$ cat config.mk
export PLATFORM = sky130hd
export DESIGN_NAME = spi_slave
export DESIGN_NICKNAME = d
export VERILOG_FILES = /design/src/rtl/spi_pkg.sv /design/src/rtl/spi_sync_edge.sv /design/src/rtl/spi_slave.sv
export SDC_FILE = /design/constraint.sdc
export NUM_CORES = 1
export LEC_CHECK = 0
export BUFFER_PORTS_ARGS = -buffer_cell sky130_fd_sc_hd__buf_2
export CELL_PAD_IN_SITES_DETAIL_PLACEMENT = 0
export CELL_PAD_IN_SITES_GLOBAL_PLACEMENT = 2
export CORE_MARGIN = 1
export CORE_UTILIZATION = 39
export CTS_CLUSTER_DIAMETER = 60
export CTS_CLUSTER_SIZE = 25
export DETAILED_ROUTE_END_ITERATION = 8
export PLACE_DENSITY_LB_ADDON = 0.15
export SYNTH_ARGS = -nofsm -noshare
export SYNTH_HDL_FRONTEND = slang
export SYNTH_HIERARCHICAL = 1
export SYNTH_SLANG_ARGS = --single-unit
$ cat constraint.sdc
create_clock -name clk -period 2.7 [get_ports clk]
set_clock_uncertainty 0.15 [all_clocks]
set_input_delay 0.135 -clock clk [delete_from_list [all_inputs] [get_ports clk]]
set_output_delay 0.135 -clock clk [all_outputs]
set_load 0.01 [all_outputs]
$ cat src/rtl/spi_pkg.sv
// Shared SPI definitions: default frame width, chip-select polarity and the
// target state encoding. Also consumed by the master.
package spi_pkg;

  localparam int   DATA_WIDTH_DEF = 8;
  localparam logic CS_ACTIVE      = 1'b0;

  typedef enum logic [1:0] {
    IDLE  = 2'd0,
    SHIFT = 2'd1,
    DONE  = 2'd2
  } state_t;

endpackage

$ cat src/rtl/spi_sync_edge.sv
// Multi-flop synchronizer with one history flop, giving a synced level plus
// single-clk rise/fall strobes; every instance has the same total delay.
module spi_sync_edge #(
  parameter int   SYNC_STAGES = 2,
  parameter logic RESET_VAL   = 1'b0
) (
  input  logic clk,
  input  logic reset,
  input  logic async_bit,
  output logic level,
  output logic rise,
  output logic fall
);

  logic [SYNC_STAGES-1:0] chain;
  logic                   hist;

  always_ff @(posedge clk or negedge reset) begin
    if (!reset) begin
      chain <= {SYNC_STAGES{RESET_VAL}};
      hist  <= RESET_VAL;
    end else begin
      chain <= {chain[SYNC_STAGES-2:0], async_bit};
      hist  <= chain[SYNC_STAGES-1];
    end
  end

  assign level = chain[SYNC_STAGES-1];
  assign rise  = level & ~hist;
  assign fall  = ~level & hist;

endmodule

$ cat src/rtl/spi_slave.sv
// SPI target: oversamples SCLK/CS/MOSI, receives one LSB-first word per CS
// frame and returns the pre-loaded holding-register word on MISO.
module spi_slave
  import spi_pkg::*;
#(
  parameter int DATA_WIDTH  = DATA_WIDTH_DEF,
  parameter int SYNC_STAGES = 2
) (
  input  logic                  clk,
  input  logic                  reset,
  input  logic [DATA_WIDTH-1:0] txData,
  input  logic                  txLoad,
  output logic                  txReady,
  output logic [DATA_WIDTH-1:0] rxData,
  output logic                  rxValid,
  output logic                  frameError,
  output logic                  txUnderrun,
  output logic                  busy,
  input  logic                  SCLK,
  input  logic                  CS,
  input  logic                  MOSI,
  output logic                  MISO,
  output logic                  misoOe
);

  localparam int            CW       = $clog2(DATA_WIDTH) + 1;
  localparam logic [CW-1:0] CNT_FULL = CW'(DATA_WIDTH);
  localparam logic [CW-1:0] CNT_LAST = CW'(DATA_WIDTH - 1);

  logic sclk_lvl, sclk_rise, sclk_fall;
  logic cs_lvl, cs_rise, cs_fall;
  logic mosi_lvl, mosi_rise, mosi_fall;
  logic sync_unused;

  spi_sync_edge #(.SYNC_STAGES(SYNC_STAGES), .RESET_VAL(1'b0)) u_sync_sclk (
    .clk(clk), .reset(reset), .async_bit(SCLK),
    .level(sclk_lvl), .rise(sclk_rise), .fall(sclk_fall)
  );

  // CS idles inactive, so its synchronizer resets to the inactive level.
  spi_sync_edge #(.SYNC_STAGES(SYNC_STAGES), .RESET_VAL(~CS_ACTIVE)) u_sync_cs (
    .clk(clk), .reset(reset), .async_bit(CS),
    .level(cs_lvl), .rise(cs_rise), .fall(cs_fall)
  );

  spi_sync_edge #(.SYNC_STAGES(SYNC_STAGES), .RESET_VAL(1'b0)) u_sync_mosi (
    .clk(clk), .reset(reset), .async_bit(MOSI),
    .level(mosi_lvl), .rise(mosi_rise), .fall(mosi_fall)
  );

  assign sync_unused = ^{sclk_lvl, sclk_rise, cs_lvl, mosi_rise, mosi_fall};

  state_t                state;
  logic [CW-1:0]         count;
  logic [DATA_WIDTH-1:0] rx_shift;
  logic [DATA_WIDTH-1:0] tx_shift;
  logic [DATA_WIDTH-1:0] hold;
  logic                  hold_full;

  assign txReady = ~hold_full;
  assign busy    = (state != IDLE);

  always_ff @(posedge clk or negedge reset) begin
    if (!reset) begin
      state      <= IDLE;
      count      <= '0;
      rx_shift   <= '0;
      tx_shift   <= '0;
      hold       <= '0;
      hold_full  <= 1'b0;
      rxData     <= '0;
      rxValid    <= 1'b0;
      frameError <= 1'b0;
      txUnderrun <= 1'b0;
      MISO       <= 1'b0;
      misoOe     <= 1'b0;
    end else begin
      rxValid    <= 1'b0;
      frameError <= 1'b0;
      txUnderrun <= 1'b0;

      case (state)
        IDLE: begin
          if (cs_fall) begin
            state     <= SHIFT;
            count     <= '0;
            misoOe    <= 1'b1;
            hold_full <= 1'b0;
            if (hold_full) begin
              tx_shift <= hold;
              MISO     <= hold[0];
            end else begin
              tx_shift   <= '0;
              MISO       <= 1'b0;
              txUnderrun <= 1'b1;
            end
          end
        end

        SHIFT: begin
          if (count == CNT_FULL) begin
            // Word is complete; a coincident CS rise still delivers it.
            rxData  <= rx_shift;
            rxValid <= 1'b1;
            if (cs_rise) begin
              state <= IDLE;
              count <= '0;
            end else begin
              state <= DONE;
            end
          end else if (cs_rise) begin
            frameError <= 1'b1;
            count      <= '0;
            state      <= IDLE;
          end else if (sclk_fall) begin
            rx_shift <= {mosi_lvl, rx_shift[DATA_WIDTH-1:1]};
            tx_shift <= tx_shift >> 1;
            count    <= count + 1'b1;
            if (count != CNT_LAST) MISO <= tx_shift[1];
          end
        end

        DONE: begin
          if (cs_rise) begin
            state <= IDLE;
            count <= '0;
          end
        end

        default: begin
          state <= IDLE;
          count <= '0;
        end
      endcase

      if (cs_rise) begin
        misoOe <= 1'b0;
        MISO   <= 1'b0;
      end

      // A load in the frame-start clk sees the old (pre-consume) txReady.
      if (txLoad && !hold_full) begin
        hold      <= txData;
        hold_full <= 1'b1;
      end
    end
  end

endmodule

==> impl_metrics.env <==
export IMPL_outcome="completed"
export IMPL_crit_arrival_ps=2240
export IMPL_setup_viol=0
export IMPL_grt_pass1_vias=1348
export IMPL_cp_end_kind="register"
export IMPL_synth_avg_cell_area_um2=13.54
export IMPL_grt_max_degree=27
export IMPL_std_cell_rows=26
export IMPL_drive_gt1_share_pct=40.10
export IMPL_final_max_slew_violation_count=0
export IMPL_initial_core_util_pct=41.61
export IMPL_drc=0
export IMPL_postSynthCellCount=161
export IMPL_clock_sinks=51
export IMPL_final_area_mm2=0.002651
export IMPL_syn_area_mm2=0.002180
export IMPL_viasPerCell=4.986
export IMPL_reg2reg_depth=6
export IMPL_required_ps=2740
export IMPL_port_buffers=28
export IMPL_rr_endpoint="tx_shift[5]$_DFFE_PN0P_"
export IMPL_cts_resized=0
export IMPL_die_x_um=76.76
export IMPL_power_leakage_nw=1.282
export IMPL_totalWireLength_mm=3.778
export IMPL_clk_pin_slew_ps=100
export IMPL_core_area_mm2=0.005238
export IMPL_grtUsageTotal_pct=14.22
export IMPL_rsz0062_at_grt="no"
export IMPL_nNetsFinal=226
export IMPL_worstReg2RegStart="count[0]$_DFFE_PN0P_"
export IMPL_period_needed_ps=2199
export IMPL_overflow=0
export IMPL_dr_pass1_iters=4
export IMPL_die_area_mm2=0.005891
export IMPL_io_pins=29
export IMPL_timing_final_crit_share_pct=81.45
export IMPL_drt_iter0_markers=38
export IMPL_syn_nets=181
export IMPL_vias=1381
export IMPL_yosysWarnings=6
export IMPL_ant_nets=0
export IMPL_cp_start_kind="register"
export IMPL_antenna_found_initial=0
export IMPL_syn2layout_area_growth_pct=21.64
export IMPL_drv_cap=0
export IMPL_gp_congestion=0.7039
export IMPL_cts_buffer_depth=2
export IMPL_cts_root_buf="clkbuf_8"
export IMPL_nFillCells=460
export IMPL_cts_tree="yes"
export IMPL_wire_per_inst_um=13.64
export IMPL_ir_drop_mv=0.3771
export IMPL_rrSetupSlack_ps=500
export IMPL_clkLatencyLatePin_ps=300
export IMPL_postCtsSetupRepairBufs=0
export IMPL_cts_buffers=5
export IMPL_grt_pass1_wl_mm=6.527
export IMPL_setup_tns_ps=0
export IMPL_placed_area_mm2=0.002395
export IMPL_tightest_slew_ps=780.2
export IMPL_path_max_fanout=9
export IMPL_max_freq_mhz=454.7
export IMPL_power_density_mw_per_mm2=896.6
export IMPL_antenna_cells=0
export IMPL_relSlewSlack_pct=47.88
export IMPL_hold_violations=0
export IMPL_dpl_hpwl_mm=2.667
export IMPL_startpoint="count[0]$_DFFE_PN0P_"
export IMPL_htree_levels=2
export IMPL_die_h_um=76.76
export IMPL_hold_path_class="in -> async"
export IMPL_setup_worst_path_class="reg -> reg"
## what timing repair did
| item | 4_1_cts | 5_1_grt |
|---|---|---|
| hold endpoints to repair | 36 | 0 |
| hold buffers | 12 | 0 |
| endpoints found under the setup margin | 0 | 0 |
## flip-flops by register name, indices dropped and copies added, names as in the netlist
register	flops
MISO	1
count	4
frameError	1
hold	8
hold_full	1
misoOe	1
rxData	8
rxValid	1
rx_shift	8
state	2
txUnderrun	1
tx_shift	7
u_sync_cs/chain	2
u_sync_cs/hist	1
u_sync_mosi/chain	2
u_sync_sclk/chain	2
u_sync_sclk/hist	1
## worst max-delay path by stage
stage	endpoint	slack (ps)
after detailed placement	tx_shift[5]$_DFFE_PN0P_	510
final	tx_shift[5]$_DFFE_PN0P_	500
after CTS	tx_shift[5]$_DFFE_PN0P_	480
after global placement	tx_shift[5]$_DFFE_PN0P_	580
after global routing	tx_shift[5]$_DFFE_PN0P_	380
after floorplan	tx_shift[1]$_DFFE_PN0P_	690
## power by group
| group | internal [mW] | total [mW] | switching [mW] | leakage [nW] |
|---|---|---|---|---|
| Clock | 0.369 | 0.625 | 0.255 | 0.0644 |
| Combinational | 0.352 | 0.687 | 0.336 | 0.567 |
| Sequential | 0.952 | 1.07 | 0.113 | 0.651 |
## worst max-delay path, stage by stage, from the launching register on
cell,delay (ps)
dfrtp_1,420
inv_1,70
ha_1,230
nand3b_4,130
and4b_1,380
o21ai_4,340
mux2_2,380
## cells in the final DEF (no fill, tap or decap), drive strengths merged, types with 3 or more instances in the layout
cell and count:
dfrtp 48, mux2 32, buf 31, dlygate4sd3 12, inv 8, nand2 8, nor2 6, a21oi 6
a22o 6, ha 6, clkbuf 5, o21ai 5, nor2b 4, dfstp 3
## layer usage
layer	GRT usage, %	part of all wire (%)	vias up
li1	-	-	662
met1	19.09	48	682
met2	21.88	47	31
met3	3.929	3.8	6
met4	5.192	1.3	0
met5	0	0	-
## through the flow
step                util [%]  hold WS [ps]  instances  setup WS [ps]  total power [mW]
floorplan                  -        -310.6        161          686.4             1.588
global placement       45.72         25.34        257          576.2             1.742
detailed placement     45.72         37.02        257          508.4             1.765
CTS                    50.62         210.2        277          482.9             2.406
global route           50.62         215.1        277          381.9             2.531
finish                 50.62         205.3        277          500.9             2.377
## area by class of cell
cell class / instances / area (µm²) / share of cell area [%]
Sequential cell: 51 / 1280 / 48.28
Multi-Input combinational cell: 97 / 834.6 / 31.48
Timing Repair Buffer: 43 / 282.8 / 10.67
Tap cell: 70 / 87.58 / 3.303
Clock buffer: 5 / 68.82 / 2.596
Clock inverter: 3 / 67.56 / 2.548
Inverter: 8 / 30.03 / 1.133
No activity file was read; power rests on OpenSTA's default activity.
